<file path="src/rtl/lc3_mem_ctrl_pkg.sv">
// rtl/lc3_mem_ctrl_pkg.sv - shared I/O addresses, FSM states and decode helper for the LC-3 memory stage
package lc3_mem_ctrl_pkg;

    localparam logic [15:0] KBSR_ADDR = 16'hFE00;
    localparam logic [15:0] KBDR_ADDR = 16'hFE02;
    localparam logic [15:0] DSR_ADDR  = 16'hFE04;
    localparam logic [15:0] DDR_ADDR  = 16'hFE06;
    localparam int          WAIT_MAX_DEFAULT = 255;

    typedef enum logic [1:0] {
        ST_IDLE   = 2'd0,
        ST_ACCESS = 2'd1,
        ST_DONE   = 2'd2
    } state_t;

    // Only the four exact device addresses are internal; the rest of xFExx goes out.
    function automatic logic is_io_addr(input logic [15:0] addr);
        return (addr == KBSR_ADDR) || (addr == KBDR_ADDR) ||
               (addr == DSR_ADDR)  || (addr == DDR_ADDR);
    endfunction

endpackage

</file>
<file path="src/rtl/lc3_io_regs.sv">
// rtl/lc3_io_regs.sv - keyboard/display device registers with decode hit and device strobes
module lc3_io_regs
    import lc3_mem_ctrl_pkg::*;
(
    input  logic        i_clk,
    input  logic        i_rst,
    input  logic [15:0] i_addr,
    input  logic        i_rd_en,
    input  logic        i_wr_en,
    input  logic [15:0] i_wdata,
    input  logic        i_kbd_valid,
    input  logic [7:0]  i_kbd_data,
    input  logic        i_dsp_ack,
    output logic        o_hit,
    output logic [15:0] o_rdata,
    output logic        o_dsp_valid,
    output logic [7:0]  o_dsp_data
);

    logic        r_kb_ready;
    logic        r_kb_ie;
    logic [15:0] r_kbdr;
    logic        r_dsp_ready;
    logic        r_dsp_valid;
    logic [7:0]  r_dsp_data;

    logic w_kbdr_rd;
    logic w_kbsr_wr;
    logic w_ddr_wr;

    assign o_hit     = is_io_addr(i_addr);
    assign w_kbdr_rd = i_rd_en && (i_addr == KBDR_ADDR);
    assign w_kbsr_wr = i_wr_en && (i_addr == KBSR_ADDR);
    assign w_ddr_wr  = i_wr_en && (i_addr == DDR_ADDR);

    always_comb begin
        o_rdata = 16'h0000;
        case (i_addr)
            KBSR_ADDR: o_rdata = {r_kb_ready, r_kb_ie, 14'h0000};
            KBDR_ADDR: o_rdata = r_kbdr;
            DSR_ADDR:  o_rdata = {r_dsp_ready, 15'h0000};
            default:   o_rdata = 16'h0000;
        endcase
    end

    always_ff @(posedge i_clk) begin
        if (i_rst) begin
            r_kb_ready  <= 1'b0;
            r_kb_ie     <= 1'b0;
            r_kbdr      <= 16'h0000;
            r_dsp_ready <= 1'b1;
            r_dsp_valid <= 1'b0;
            r_dsp_data  <= 8'h00;
        end else begin
            // A new key beats a simultaneous KBDR read; the reader still sees the old key.
            if (i_kbd_valid) begin
                r_kbdr     <= {8'h00, i_kbd_data};
                r_kb_ready <= 1'b1;
            end else if (w_kbdr_rd) begin
                r_kb_ready <= 1'b0;
            end
            if (w_kbsr_wr) begin
                r_kb_ie <= i_wdata[14];
            end
            if (w_ddr_wr) begin
                r_dsp_ready <= 1'b0;
                r_dsp_data  <= i_wdata[7:0];
            end else if (i_dsp_ack) begin
                r_dsp_ready <= 1'b1;
            end
            r_dsp_valid <= w_ddr_wr;
        end
    end

    assign o_dsp_valid = r_dsp_valid;
    assign o_dsp_data  = r_dsp_data;

endmodule

</file>
<file path="src/rtl/lc3_mem_ctrl.sv">
// rtl/lc3_mem_ctrl.sv - LC-3 MAR/MDR and memory/I-O access FSM with wait-state timeout
module lc3_mem_ctrl
    import lc3_mem_ctrl_pkg::*;
#(
    parameter int WAIT_MAX = WAIT_MAX_DEFAULT
) (
    input  logic        i_clk,
    input  logic        i_rst,
    input  logic [15:0] i_bus_in,
    input  logic        i_ld_mar,
    input  logic        i_ld_mdr,
    input  logic        i_mio_en,
    input  logic        i_r_w,
    output logic [15:0] o_mar_out,
    output logic [15:0] o_mdr_out,
    output logic        o_ready,
    output logic        o_bus_err,
    output logic        o_mem_en,
    output logic        o_mem_we,
    output logic [15:0] o_mem_addr,
    output logic [15:0] o_mem_wdata,
    input  logic [15:0] i_mem_rdata,
    input  logic        i_mem_ready,
    input  logic        i_kbd_valid,
    input  logic [7:0]  i_kbd_data,
    output logic        o_dsp_valid,
    output logic [7:0]  o_dsp_data,
    input  logic        i_dsp_ack
);

    localparam logic [7:0] WAIT_LAST = 8'(WAIT_MAX - 1);

    state_t      r_state;
    logic [15:0] r_mar;
    logic [15:0] r_mdr;
    logic        r_ready;
    logic        r_bus_err;
    logic        r_mem_en;
    logic        r_mem_we;
    logic [7:0]  r_wait_cnt;

    logic        w_io_hit;
    logic        w_io_req;
    logic [15:0] w_io_rdata;

    assign w_io_req = (r_state == ST_IDLE) && i_mio_en && w_io_hit;

    lc3_io_regs u_io_regs (
        .i_clk       (i_clk),
        .i_rst       (i_rst),
        .i_addr      (r_mar),
        .i_rd_en     (w_io_req && !i_r_w),
        .i_wr_en     (w_io_req && i_r_w),
        .i_wdata     (r_mdr),
        .i_kbd_valid (i_kbd_valid),
        .i_kbd_data  (i_kbd_data),
        .i_dsp_ack   (i_dsp_ack),
        .o_hit       (w_io_hit),
        .o_rdata     (w_io_rdata),
        .o_dsp_valid (o_dsp_valid),
        .o_dsp_data  (o_dsp_data)
    );

    always_ff @(posedge i_clk) begin
        if (i_rst) begin
            r_state    <= ST_IDLE;
            r_mar      <= 16'h0000;
            r_mdr      <= 16'h0000;
            r_ready    <= 1'b0;
            r_bus_err  <= 1'b0;
            r_mem_en   <= 1'b0;
            r_mem_we   <= 1'b0;
            r_wait_cnt <= 8'h00;
        end else begin
            r_ready <= 1'b0;
            if (i_ld_mar) begin
                r_mar <= i_bus_in;
            end
            if (i_ld_mdr && !i_mio_en) begin
                r_mdr <= i_bus_in;
            end
            case (r_state)
                ST_IDLE: begin
                    if (i_mio_en && w_io_hit) begin
                        if (!i_r_w) begin
                            r_mdr <= w_io_rdata;
                        end
                        r_ready <= 1'b1;
                        r_state <= ST_DONE;
                    end else if (i_mio_en) begin
                        r_mem_en   <= 1'b1;
                        r_mem_we   <= i_r_w;
                        r_wait_cnt <= 8'h00;
                        r_state    <= ST_ACCESS;
                    end
                end
                ST_ACCESS: begin
                    if (i_mem_ready) begin
                        r_mem_en <= 1'b0;
                        r_mem_we <= 1'b0;
                        if (!r_mem_we) begin
                            r_mdr <= i_mem_rdata;
                        end
                        r_ready <= 1'b1;
                        r_state <= ST_DONE;
                    end else if (r_wait_cnt == WAIT_LAST) begin
                        // Timeout: finish the access anyway so the control FSM never stalls.
                        r_mem_en  <= 1'b0;
                        r_mem_we  <= 1'b0;
                        r_bus_err <= 1'b1;
                        if (!r_mem_we) begin
                            r_mdr <= 16'h0000;
                        end
                        r_ready <= 1'b1;
                        r_state <= ST_DONE;
                    end else begin
                        r_wait_cnt <= r_wait_cnt + 8'h01;
                    end
                end
                ST_DONE: begin
                    r_state <= ST_IDLE;
                end
                default: begin
                    r_state <= ST_IDLE;
                end
            endcase
        end
    end

    assign o_mar_out   = r_mar;
    assign o_mdr_out   = r_mdr;
    assign o_ready     = r_ready;
    assign o_bus_err   = r_bus_err;
    assign o_mem_en    = r_mem_en;
    assign o_mem_we    = r_mem_we;
    assign o_mem_addr  = r_mar;
    assign o_mem_wdata = r_mdr;

endmodule

</file>
<file path="config.mk">
export PLATFORM = sky130hd
export DESIGN_NAME = lc3_mem_ctrl
export DESIGN_NICKNAME = d
export VERILOG_FILES = /design/src/rtl/lc3_mem_ctrl_pkg.sv /design/src/rtl/lc3_io_regs.sv /design/src/rtl/lc3_mem_ctrl.sv
export SDC_FILE = /design/constraint.sdc
export NUM_CORES = 1
export LEC_CHECK = 0
export CORE_ASPECT_RATIO = 1.5
export CORE_MARGIN = 8
export CORE_UTILIZATION = 47
export CTS_CLUSTER_DIAMETER = 30
export DETAILED_ROUTE_END_ITERATION = 16
export PLACE_DENSITY_LB_ADDON = 0.05
export RECOVER_POWER = 25
export SETUP_SLACK_MARGIN = 0.15
export SLEW_MARGIN = 20
export SYNTH_ARGS = -nofsm -noshare
export SYNTH_HDL_FRONTEND = slang
export SYNTH_SLANG_ARGS = --single-unit
</file>
<file path="constraint.sdc">
create_clock -name i_clk -period 3.3 [get_ports i_clk]
set_clock_uncertainty 0.15 [all_clocks]
set_input_delay 0.495 -clock i_clk [delete_from_list [all_inputs] [get_ports i_clk]]
set_output_delay 0.495 -clock i_clk [all_outputs]
set_load 0.05 [all_outputs]
</file>
==> results of run 1 <==
[registers in the layout, summed over array words and instances (netlist names), 2 cells and up]
name and cells:
u_io_regs.r_kbdr 8, r_state 2, r_wait_cnt 8, o_mar_out 16, u_io_regs.o_dsp_data 8, o_mdr_out 16
[worst min path at each step]
stage	slack, ps	start	endpoint
2_1_floorplan	290	u_io_regs.r_kbdr[3]$_SDFFE_PP0P_	o_mdr_out[3]$_SDFF_PP0_
3_3_place_gp	300	o_mem_en$_SDFFE_PP0P_	o_mem_en$_SDFFE_PP0P_
3_5_place_dp	300	o_mem_en$_SDFFE_PP0P_	o_mem_en$_SDFFE_PP0P_
4_1_cts	310	o_mem_en$_SDFFE_PP0P_	o_mem_en$_SDFFE_PP0P_
5_1_grt	360	o_mem_en$_SDFFE_PP0P_	o_mem_en$_SDFFE_PP0P_
6_report	310	o_mem_en$_SDFFE_PP0P_	o_mem_en$_SDFFE_PP0P_
[cell families after synthesis]
| family | synth area share |
|---|---|
| AOI/OAI and AO/OA | 0.117 |
| adders and majority gates | 0.00767 |
| buffers and inverters | 0.109 |
| DFF | 0.405 |
| muxes | 0.164 |
| and+or+nand+nor | 0.197 |
[cell type report]
cell class,instances,area [um^2]
Multi-Input combinational cell,239,1570
Tap cell,78,97.6
Clock buffer,12,145
Timing Repair Buffer,130,1280
Fill cell,601,2340
Clock inverter,3,40.0
Inverter,3,11.3
Sequential cell,66,1320
[power by group]
group / switching [mW] / internal [mW]
registers: 0.0385 / 0.835
clock network: 0.298 / 0.363
logic: 0.321 / 0.197
total: 0.657 / 1.39
[per-stage QoR]
| step | instances | instance area [um^2] | utilization |
|---|---|---|---|
| 3_3_place_gp | 516 | 4300 | 0.632 |
| 6_report | 531 | 4470 | 0.657 |
| 3_5_place_dp | 516 | 4300 | 0.632 |
| 5_1_grt | 531 | 4470 | 0.657 |
| 2_1_floorplan | 359 | 3260 | - |
| 4_1_cts | 531 | 4490 | 0.659 |
[placed cells by master (no fill, tap or decap), drive strengths merged, types with 2 or more instances in the layout]
cell type,n
clkbuf,13
ha,2
nor2,59
dfxtp,66
dlygate4sd3,3
and4,2
nor4,5
nand4,3
mux2,4
clkinv,2
clkdlybuf4s50,121
nand3b,3
mux2i,49
nor3b,2
a32oi,8
inv,3
nor3,9
a21oi,23
o21ai,22
buf,5
nand3,7
nand2b,7
and2,2
nand2,16
a22oi,3
[layer usage]
metal	vias up	part of all wire	track usage
met4	0	0.025	0.103
li1	1410	-	-
met5	-	0	0
met1	1369	0.39	0.202
met2	91	0.53	0.347
met3	16	0.057	0.0409
==> impl_metrics.toml, run 1 <==
[synth]
synthTopCellsByArea = "dfxtp_1 (41%), mux2i_1 (15%), buf_4 (7.6%)"
ys_dominant_reg_cell = "dfxtp_1"
syn-instance-count = 359
synth_top_cell_by_area = "dfxtp_1"
synth_nets = 410
yosysMostFrequentCell = "dfxtp_1"
ys_top_cells_by_count = "dfxtp_1 (66), nor2_1 (59), mux2i_1 (49), buf_4 (33), a21oi_1 (23)"
synth_top_area_share = 0.405
yosysUniqueCellTypes = 44
synth-edff-count = 0
syn_area_um2 = 3260
seq_area_frac_synth = 0.405
ys_ff_latch = 66
ys_warn_count = 0
synth-async-reset-ratio = 0
avgSynthCellArea_um2 = 9.09

[critical_path]
crit_chain = "clkdlybuf4s50_1"
critPathMaxStageDelay_ps = 880
crit_path_start = "o_mar_out[1]$_SDFFE_PP0P_"
reg2reg_setup_slack_ps = 950
cp_top_family = "buffers and inverters"
arrival_ps = 1730
reg2reg_to = "r_wait_cnt[1]$_SDFFE_PP0P_"
crit_type = "register to output port"
required_ps = 2650
slowest_stage = "clkdlybuf4s50_1"
worstPathMaxFanout = 7
cp.depth = 1
setup.worst_path.end = "o_mem_addr[1]"
critPathBufInv = 1
rr_worst_depth = 5
cp-end-kind = "output port"
startpoint_type = "register"
regToRegStartpoint = "o_mar_out[15]$_SDFFE_PP0P_"

[die]
fp.dieH_um = 118
start_util = 0.479
fp.dieW_um = 84.0
rows = 37
pin_count = 126
die_area_um2 = 9920
core_um2 = 6810

[timing]
slew_headroom = 0.157
timing.final.crit_share = 0.721
finalWorstSetupSlack_ps = 921
layout_min_cycle_time_ps = 2380
finalSetupViolCount = 0
slew_viol_final = 0
tns_ps = 0
tightest_slew_ps = 1270
finalHoldViolCount = 0
worst_hold_slack_ps = 307
max_freq_mhz = 420
rsz0062_at_grt = "false"

[finish]
nets = 500
syn_to_final_growth_pct = 37.0
antenna_cells = 0
drive_above_1_share = 0.0662

[clock_network]
clkSinkCount = 66
clk_latency_ps = 350
cts_buffer_depth = 2
cts_made_buffers = 9
clk_pin_slew_worst_paths_ps = 70
cts.htree.levels = 3
cts_setup_buffers = 0
hold_buffers = 0
cts_tree = "yes"
root_buffer = "clkbuf_8"
post_cts_resized = 0

[global_route]
track_usage = 0.194
grt.overflow.total = 0
grt_max_degree = 41
grt_pass1_vias = 3015
grt_pass1_wl_mm = 15.5
antenna_found_initial = 0

[detailed_routing]
ant_nets = 0
finalWirelength_mm = 9.48
vias = 2886
wl_per_cell_um = 17.8
drt-initial-drc-count = 134
drc = 0
dr.pass1.iters = 4
drt-vias-per-instance = 5.44

[job]
cap_violations = 0

[placed_design]
hpwl_mm = 7.25
globalplace.congestion = 0.807
io_buffers = 125
pre_cts_ws_ps = 612

[pwr]
total_power_mw = 2.05
max-vdd-ir-drop_mv = 0.284
p_leak_nw = 1.73
powerDensity_nw_per_um2 = 459

[worst_hold_path]
hold_depth = 2
min_path_type = "register to register"

[outcome]
status = "finished, final reports clean"
(Power assumes the default switching activity.)
==> run 2: changes to the inputs <==
- CORE_UTILIZATION: 47 -> 40
- clock period: 3.3 -> 2.1 ns (I/O delays scaled with it)
==> run 2 against run 1 <==
Worst setup slack lost 720 ps. Register-to-register slack lost 740 ps. Non-clock buffer count grew 30. Total power grew 79%. Design area grew 8.7%. Largest cell class unchanged. Clock power grew 130%. Highest routed layer unchanged. Die area grew 15%. First-iteration DRC count grew 34%. Critical path depth is the same. Global-route usage shrank 2.0 points. Routed wire length grew 7.4%.
==> impl_metrics.toml, run 2 (synthesis gave the netlist of run 1 again) <==
[outcome]
status = "finished, final reports clean"

[critical_path]
worstPathMaxFanout = 1
cp-end-kind = "output port"
slowest_stage = "clkdlybuf4s50_1"
cp_top_family = "buffers and inverters"
crit_path_start = "u_io_regs.o_dsp_valid$_SDFF_PP0_"
crit_type = "register to output port"
startpoint_type = "register"
crit_chain = "clkdlybuf4s50_1"
arrival_ps = 1430
rr_worst_depth = 7
reg2reg_to = "r_wait_cnt[7]$_SDFFE_PP0P_"
critPathBufInv = 1
required_ps = 1630
regToRegStartpoint = "o_mar_out[4]$_SDFFE_PP0P_"
reg2reg_setup_slack_ps = 210
critPathMaxStageDelay_ps = 810

[pwr]
max-vdd-ir-drop_mv = 0.545
powerDensity_nw_per_um2 = 755
p_leak_nw = 2.33

[timing]
timing.final.crit_share = 0.904
worst_hold_slack_ps = 273
finalHoldViolCount = 0
finalSetupViolCount = 0
layout_min_cycle_time_ps = 1900
slew_viol_final = 0
tns_ps = 0
rsz0062_at_grt = "true"
tightest_slew_ps = 675
max_freq_mhz = 527
slew_headroom = 0.552

[clock_network]
cts.htree.levels = 3
clkSinkCount = 66
root_buffer = "clkbuf_16"
clk_latency_ps = 320
hold_buffers = 0
cts_tree = "yes"
cts_buffer_depth = 2
clk_pin_slew_worst_paths_ps = 50
cts_made_buffers = 9

[detailed_routing]
vias = 3015
finalWirelength_mm = 10.2
drc = 0
dr.pass1.iters = 4
ant_nets = 0
drt-vias-per-instance = 5.11
drt-initial-drc-count = 179
wl_per_cell_um = 17.3

[finish]
finalInstanceArea_um2 = 4860
syn_to_final_growth_pct = 48.9
seq_area_um2 = 1340
nets = 531
layout_commonest_cell = "nor2_1"
drive_above_1_share = 0.177
antenna_cells = 0
postLayoutCoreUtil = 0.610
layout_common_cells = "nor2_1 (59), dlygate4sd2_1 (52), dfxtp_1 (50)"
multi_input_area_um2 = 1630
fill_cells = 751

[global_route]
antenna_found_initial = 0
track_usage = 0.174
grt.overflow.total = 0
grt_pass1_wl_mm = 15.8
grt_max_degree = 23
grt_pass1_vias = 3106

[die]
pin_count = 126
fp.dieH_um = 127
start_util = 0.410
core_um2 = 7960
die_area_um2 = 11400
rows = 40
fp.dieW_um = 89.7

[worst_hold_path]
hold_depth = 2
min_from = "i_rst"
hold-path-endpoint = "u_io_regs.r_kbdr[7]$_SDFFE_PP0P_"
min_path_type = "input port to register"

[placed_design]
hpwl_mm = 7.64
io_buffers = 125
dpl-instance-area_um2 = 4550
globalplace.congestion = 0.787

[job]
cap_violations = 0
-- run 2: layer usage --
layer / part of all wire / track usage / wire, um / vias up
li1: - / - / - / 1479
met1: 0.39 / 0.172 / 3980 / 1431
met2: 0.54 / 0.323 / 5490 / 86
met3: 0.048 / 0.0549 / 486 / 19
met4: 0.022 / 0.0731 / 227 / 0
met5: 0 / 0 / 0 / -
-- run 2: metrics by stage --
stage / setup WS, ps / power [mW] / std cells
CTS: 152 / 3.70 / 587
finish: 201 / 3.67 / 590
detailed placement: -112 / 2.26 / 567
global placement: -72.4 / 2.25 / 567
floorplan: 176 / 1.95 / 359
global route: 110 / 3.81 / 590
-- run 2: final cells by class --
class,count,share of cell area
clock inverters,4,0.0106
inverters,3,0.00232
flip-flops and latches,66,0.277
multi-input cells,240,0.335
well taps,105,0.0271
clock buffers,12,0.0508
repair buffers,160,0.298
-- run 2: how the worst max path moves through the flow --
| stage | depth (start not counted) | slack [ps] | endpoint |
|---|---|---|---|
| after CTS | 1 | 150 | o_mem_addr[6] |
| after floorplan | 7 | 180 | u_io_regs.o_dsp_data[0]$_SDFFE_PP0P_ |
| after global placement | 6 | -70 | u_io_regs.o_dsp_data[0]$_SDFFE_PP0P_ |
| after global routing | 7 | 110 | r_wait_cnt[7]$_SDFFE_PP0P_ |
| after detailed placement | 6 | -110 | u_io_regs.o_dsp_data[2]$_SDFFE_PP0P_ |
| final | 1 | 200 | o_dsp_valid |
-- run 2: power breakdown --
group / internal (mW) / switching (mW) / leakage (nW)
Sequential: 1.32 / 0.0560 / 0.547
Combinational: 0.287 / 0.521 / 1.64
Clock: 0.951 / 0.537 / 0.143
Total: 2.55 / 1.11 / 2.33
-- run 2: timing repair --
item | 4_1_cts | 5_1_grt
gates cloned | 0 | 1
resized for setup | 53 | 34
buffers inserted | 4 | 2
pin swaps | 2 | 9
setup endpoints to repair | 72 | 34
==> run 3: changes to the inputs <==
- ABC_AREA: unset -> 0
- HOLD_SLACK_MARGIN: unset -> 0.15
- SYNTH_HIERARCHICAL: unset -> 1
==> run 3 against run 2 <==
The flow now finishes with violations (setup timing). Register-to-register slack got worse by 670 ps. Total power rose by 1.3%. Design area rose by 8.4%.
==> impl_metrics.toml, run 3 <==
[critical_path]
startpoint_type = "register"
worstPathMaxFanout = 7
crit_type = "register to register"
arrival_ps = 2600
cp-end-kind = "register"
required_ps = 2130

[timing]
timing.final.crit_share = 1.22
max_freq_mhz = 390
tightest_slew_ps = 713
rsz0062_at_grt = "true"
slew_viol_final = 0
layout_min_cycle_time_ps = 2560
finalSetupViolCount = 41
finalHoldViolCount = 0
slew_headroom = 0.525
finalWorstSetupSlack_ps = -461

[detailed_routing]
drt-initial-drc-count = 102
drt-vias-per-instance = 5.13
wl_per_cell_um = 17.8
finalWirelength_mm = 10.7
drc = 0
ant_nets = 0
vias = 3077
dr.pass1.iters = 4

[worst_hold_path]
min_path_type = "register to register"

[die]
rows = 41
start_util = 0.404
core_um2 = 8260
fp.dieW_um = 90.6
fp.dieH_um = 128
die_area_um2 = 11600
pin_count = 126

[global_route]
grt_pass1_vias = 3149
grt.overflow.total = 0
grt_pass1_wl_mm = 16.8
track_usage = 0.185
antenna_found_initial = 0
grt_max_degree = 22

[placed_design]
globalplace.congestion = 0.817
io_buffers = 125
pre_cts_ws_ps = -577
dpl-instance-area_um2 = 4700
hpwl_mm = 7.93

[synth]
yosysMostFrequentCell = "dfxtp_1"
synth_top_area_share = 0.396
synth_top_cell_by_area = "dfxtp_1"
ys_top_cells_by_count = "dfxtp_1 (66), buf_4 (42), mux2i_1 (40), nor2_1 (37), o22ai_1 (16)"
synth-async-reset-ratio = 0
synth-edff-count = 0
yosysUniqueCellTypes = 55
ys_dominant_reg_cell = "dfxtp_1"
synthTopCellsByArea = "dfxtp_1 (40%), mux2i_1 (12%), buf_4 (9.5%)"
ys_warn_count = 6
ys_ff_latch = 66
avgSynthCellArea_um2 = 9.34
syn_area_um2 = 3340
seq_area_frac_synth = 0.396
syn-instance-count = 357

[clock_network]
cts_buffer_depth = 2
root_buffer = "clkbuf_16"
clk_latency_ps = 330
hold_buffers = 0
cts_made_buffers = 9
cts_tree = "yes"
clkSinkCount = 66
cts.htree.levels = 3
clk_pin_slew_worst_paths_ps = 50

[outcome]
failed_checks = "setup timing"
status = "finished, violations left"

[finish]
syn_to_final_growth_pct = 57.8
drive_above_1_share = 0.266
finalInstanceArea_um2 = 5260
antenna_cells = 0
nets = 539
layout_common_cells = "dlygate4sd2_1 (65), dfxtp_1 (62), clkdlybuf4s50_1 (48)"
fill_cells = 737
layout_commonest_cell = "dlygate4sd2_1"

[pwr]
powerDensity_nw_per_um2 = 706
p_leak_nw = 2.41
max-vdd-ir-drop_mv = 0.596

[job]
cap_violations = 0
[run 3: logic make-up after synthesis]
logic type      share of synthesized area
buf+inv                             0.132
fa+ha+maj                         0.00750
xor+xnor                           0.0105
simple gates                        0.187
other cells                       0.00112
mux                                 0.123
flops                               0.396
compound gates                      0.143
[run 3: layout make-up]
class	count	area (um^2)	area share
multi-input combinational	232	1830	0.348
clock inverter	2	35.0	0.00666
sequential	66	1330	0.253
timing repair buffer	175	1640	0.311
clock buffer	14	264	0.0502
inverter	4	27.5	0.00523
tap	107	134	0.0254
[run 3: metal layers]
layer / up-vias / part of all wire / track usage
met5: - / 0 / 0
met4: 0 / 0.023 / 0.105
met3: 15 / 0.048 / 0.0451
met2: 88 / 0.53 / 0.328
met1: 1469 / 0.40 / 0.195
li1: 1505 / - / -
[run 3: final timing paths]
check                                       startpoint                                   end  slack, ps  depth (start not counted)
hold reg to reg   u_io_regs/o_dsp_data[1]$_SDFFE_PP0P_  u_io_regs/o_dsp_data[1]$_SDFFE_PP0P_        310                          2
hold / removal    u_io_regs/o_dsp_data[1]$_SDFFE_PP0P_  u_io_regs/o_dsp_data[1]$_SDFFE_PP0P_        310                          2
setup / recovery             o_mar_out[7]$_SDFFE_PP0P_               o_mdr_out[5]$_SDFF_PP0_       -460                          9
setup reg to reg             o_mar_out[7]$_SDFFE_PP0P_               o_mdr_out[5]$_SDFF_PP0_       -460                          9
[run 3: critical path: stages (launching register included)]
cell and delay, ps:
dfxtp_2 320, or4_4 530, or4b_4 600, clkinv_8 80
and3b_2 230, a21oi_4 70, o21ai_4 80, buf_6 140
buf_16 130, o22ai_1 80
[run 3: per-stage QoR]
stage / cells / total power, mW / setup TNS (ps) / hold slack, ps / utilization
after global routing: 600 / 3.85 / -17260 / 338 / 0.637
after CTS: 598 / 3.73 / -12500 / 310 / 0.622
after detailed placement: 572 / 2.25 / -17740 / 311 / 0.569
final: 600 / 3.71 / -15160 / 312 / 0.637
after floorplan: 362 / 1.95 / -15790 / 302 / -
after global placement: 572 / 2.25 / -16180 / 317 / 0.569
[run 3: power breakdown]
| part | total, mW | switching [mW] | internal (mW) | leakage, nW |
|---|---|---|---|---|
| sequential | 1.36 | 0.0430 | 1.31 | 0.542 |
| combinational | 0.865 | 0.540 | 0.324 | 1.73 |
| clock | 1.49 | 0.511 | 0.982 | 0.147 |
[run 3: repair_timing]
action	CTS	global route
resized for setup	91	25
setup endpoints to repair	104	44
pin swaps	23	15
cloned	2	0
setup buffers	8	2
==> variant (settings of run 2) <==
Make the reset (`i_rst`) asynchronous in 2 clocked blocks.
--- a/src/rtl/lc3_io_regs.sv
+++ b/src/rtl/lc3_io_regs.sv
@@ -43,7 +43,7 @@
         endcase
     end
 
-    always_ff @(posedge i_clk) begin
+    always_ff @(posedge i_clk or posedge i_rst) begin
         if (i_rst) begin
             r_kb_ready  <= 1'b0;
             r_kb_ie     <= 1'b0;
--- a/src/rtl/lc3_mem_ctrl.sv
+++ b/src/rtl/lc3_mem_ctrl.sv
@@ -61,7 +61,7 @@
         .o_dsp_data  (o_dsp_data)
     );
 
-    always_ff @(posedge i_clk) begin
+    always_ff @(posedge i_clk or posedge i_rst) begin
         if (i_rst) begin
             r_state    <= ST_IDLE;
             r_mar      <= 16'h0000;
Check against the original RTL: differs if i_rst is asserted again (counterexample within 4 cycles, from zero or initial values and one cycle with i_rst high); with i_rst held inactive, the same outputs for 10 cycles.
==> variant against run 2 <==
The run now ends with negative setup slack left; via count fell by 9.0%; setup slack got worse by 260 ps; final area rose by 3.0%; first-iteration DRC count fell by 44%; sequential cell count did not move; routed wire length fell by 4.0%; synthesized area rose by 2.2%; count of clock-buffer cells in the layout fell by 1.
Power is not compared: it rests on default switching activity, and its combinational part moved more than twofold at a synthesized area within 25%.
==> variant: results (changes against run 2) <==
----------------------------------------------------
[Logic synthesis]
  Count of flip-flops with a built-in enable after synthesis ... 0 (unchanged)
  Total nets after synthesis ... 361 (was 410)
  Largest cells by area after synthesis ... sky130_fd_sc_hd__dfrtp_1, sky130_fd_sc_hd__mux2_2, sky130_fd_sc_hd__buf_4 (was sky130_fd_sc_hd__dfxtp_1, sky130_fd_sc_hd__mux2i_1, sky130_fd_sc_hd__buf_4)
  Proportion of synthesized flip-flops having asynchronous set or reset ... 100% (was 0%)
  Post-synthesis cell type count ... 42 (was 44)
  Post-synthesis area per instance ... 10.8 um2 (was 9.09 um2)
  Most numerous cell types in the synthesized netlist ... sky130_fd_sc_hd__dfrtp_1, sky130_fd_sc_hd__mux2_2, sky130_fd_sc_hd__buf_4 (was sky130_fd_sc_hd__dfxtp_1, sky130_fd_sc_hd__nor2_1, sky130_fd_sc_hd__mux2i_1)
  Most used flip-flop cell after synthesis ... sky130_fd_sc_hd__dfrtp_1 (was sky130_fd_sc_hd__dfxtp_1)
  Sequential-to-total area share from yosys stat ... 49.6% (was 40.5%)

[GRT]
  Via count of the first global-routing pass ... 2996 (was 3106)
  Maximum number of pins on one net before global-route repair ... 22 (was 23)
  Total global routing track utilization ... 17.4% (about the same)

[Timing]
  Smallest setup slack after layout ... -60.3 ps (was 201 ps)
  Final setup violation count ... 20 (was 0)
  Worst slew margin ... 61.7% (was 55.2%)

[Place]
  Post-placement cell count ... 521 (was 567)
  Instance area after placement ... 0.00465 mm2 (was 0.00455 mm2)
  Setup WS pre-CTS ... -43.6 ps (was -112 ps)
  Final weighted congestion of routability-driven global placement ... 0.816 (was 0.787)
  Post-detailed-placement half-perimeter wirelength ... 7510 um (was 7640 um)

[Detailed routing]
  Detailed Route WL ... 9780 um (was 10200 um)
  Avg Vias per Cell ... 5.07 (was 5.11)
  Detailed Routing Iterations Pass 1 ... 5 (was 4)
  Vias after detailed routing ... 2743 (was 3015)
  Initial detailed-routing violation count ... 101 (was 179)

[Final layout]
  Final layout net count ... 480 (was 531)
  Number of inserted filler cells in the final layout ... 745 (was 751)
  Fraction of layout instances using a drive strength above 1 ... 25.8% (was 17.7%)

[Worst setup path]
  Slowest cell on the critical path ... sky130_fd_sc_hd__or4_4 (was sky130_fd_sc_hd__clkdlybuf4s50_1)
  Slowest Stage Delay on Critical Path ... 540 ps (was 810 ps)
  Max FO, Critical Path ... 5 (was 1)
  Crit path DAT ... 2220 ps (was 1430 ps)

[Pwr]
  Worst vdd rail ir drop ... 0.000780 V

[Status]
  Result of the run ... finished with violations (was completed)
  Failing checks ... negative setup slack

----------------------------------------------------
[variant: changes by cell type after synthesis, sizes merged, moves of 4 or more]
| cell | run 2 | this run |
|---|---|---|
| nor3 | 9 | 3 |
| mux2 | 4 | 34 |
| dfxtp | 66 | 0 |
| nor2 | 59 | 28 |
| buf | 40 | 34 |
| a32oi | 8 | 0 |
| mux2i | 49 | 17 |
| nor4 | 5 | 1 |
| dfrtp | 0 | 65 |
| a211oi | 0 | 9 |
| o22ai | 1 | 7 |
[variant: path summary, 6_finish.rpt]
kind	startpoint	to	depth (start not counted)
hold / removal	i_rst	o_mar_out[11]	2
setup reg to reg	o_mar_out[3]	u_io_regs.r_kb_ie	6
hold reg to reg	o_bus_err	o_bus_err	1
min in group i_clk	o_bus_err	o_bus_err	1
max in group asynchronous	i_rst	u_io_regs.r_dsp_ready	3
setup / recovery	o_mar_out[3]	u_io_regs.r_kb_ie	6
[variant: area by class of cell]
type | instances | area share [%]
clock buffer | 11 | 5.05
sequential | 66 | 33.1
inverter | 4 | 0.325
tap | 107 | 2.68
timing repair buffer | 151 | 28.0
clock inverter | 5 | 1.05
multi-input combinational | 197 | 29.8
[variant: power by group through the flow]
stage / clock network (mW) / logic (mW) / registers (mW)
finish: 1.51 / 2.92 / 1.79
floorplan: 0 / 1.57 / 2.45
global route: 1.59 / 3.09 / 1.84
detailed placement: 0 / 3.14 / 1.83
CTS: 1.54 / 2.95 / 1.80
global placement: 0 / 3.11 / 1.82
[variant: metrics by stage]
stage	utilization [%]	setup TNS (ps)	hold slack (ps)
2_1_floorplan	-	-3780	282
5_1_grt	60.6	-2410	330
6_report	60.6	-651	315
3_3_place_gp	56.3	-140	295
4_1_cts	60.3	-270	158
3_5_place_dp	56.3	-565	308
[variant: layer usage]
layer | part of all wire (%) | track usage (%)
met1 | 41 | 19.5
met4 | 1.4 | 7.87
met2 | 53 | 30.2
met3 | 5.0 | 4.45
met5 | 0 | 0
[variant: critical path, delay by kind of cell, from the launching register on]
| kind | cells | cell delay (ps) |
|---|---|---|
| buffers and inverters | 2 | 280 |
| flip-flops | 1 | 390 |
| multiplexers | 1 | 290 |
| AND/OR/NAND/NOR | 3 | 920 |
[variant: logic make-up after synthesis]
group,synth area share (%)
AOI/OAI and AO/OA,12.5
adders and majority gates,0.751
buffers and inverters,9.16
DFF,49.6
xor gates and xnor gates,0.263
muxes,16.6
and+or+nand+nor,11.2
[variant: timing repair]
item	4_1_cts	5_1_grt
gates cloned	2	0
setup endpoints to repair	102	40
resized for setup	84	16
pin swaps	8	9
setup buffers	2	0
endpoints found under the hold margin	0	0
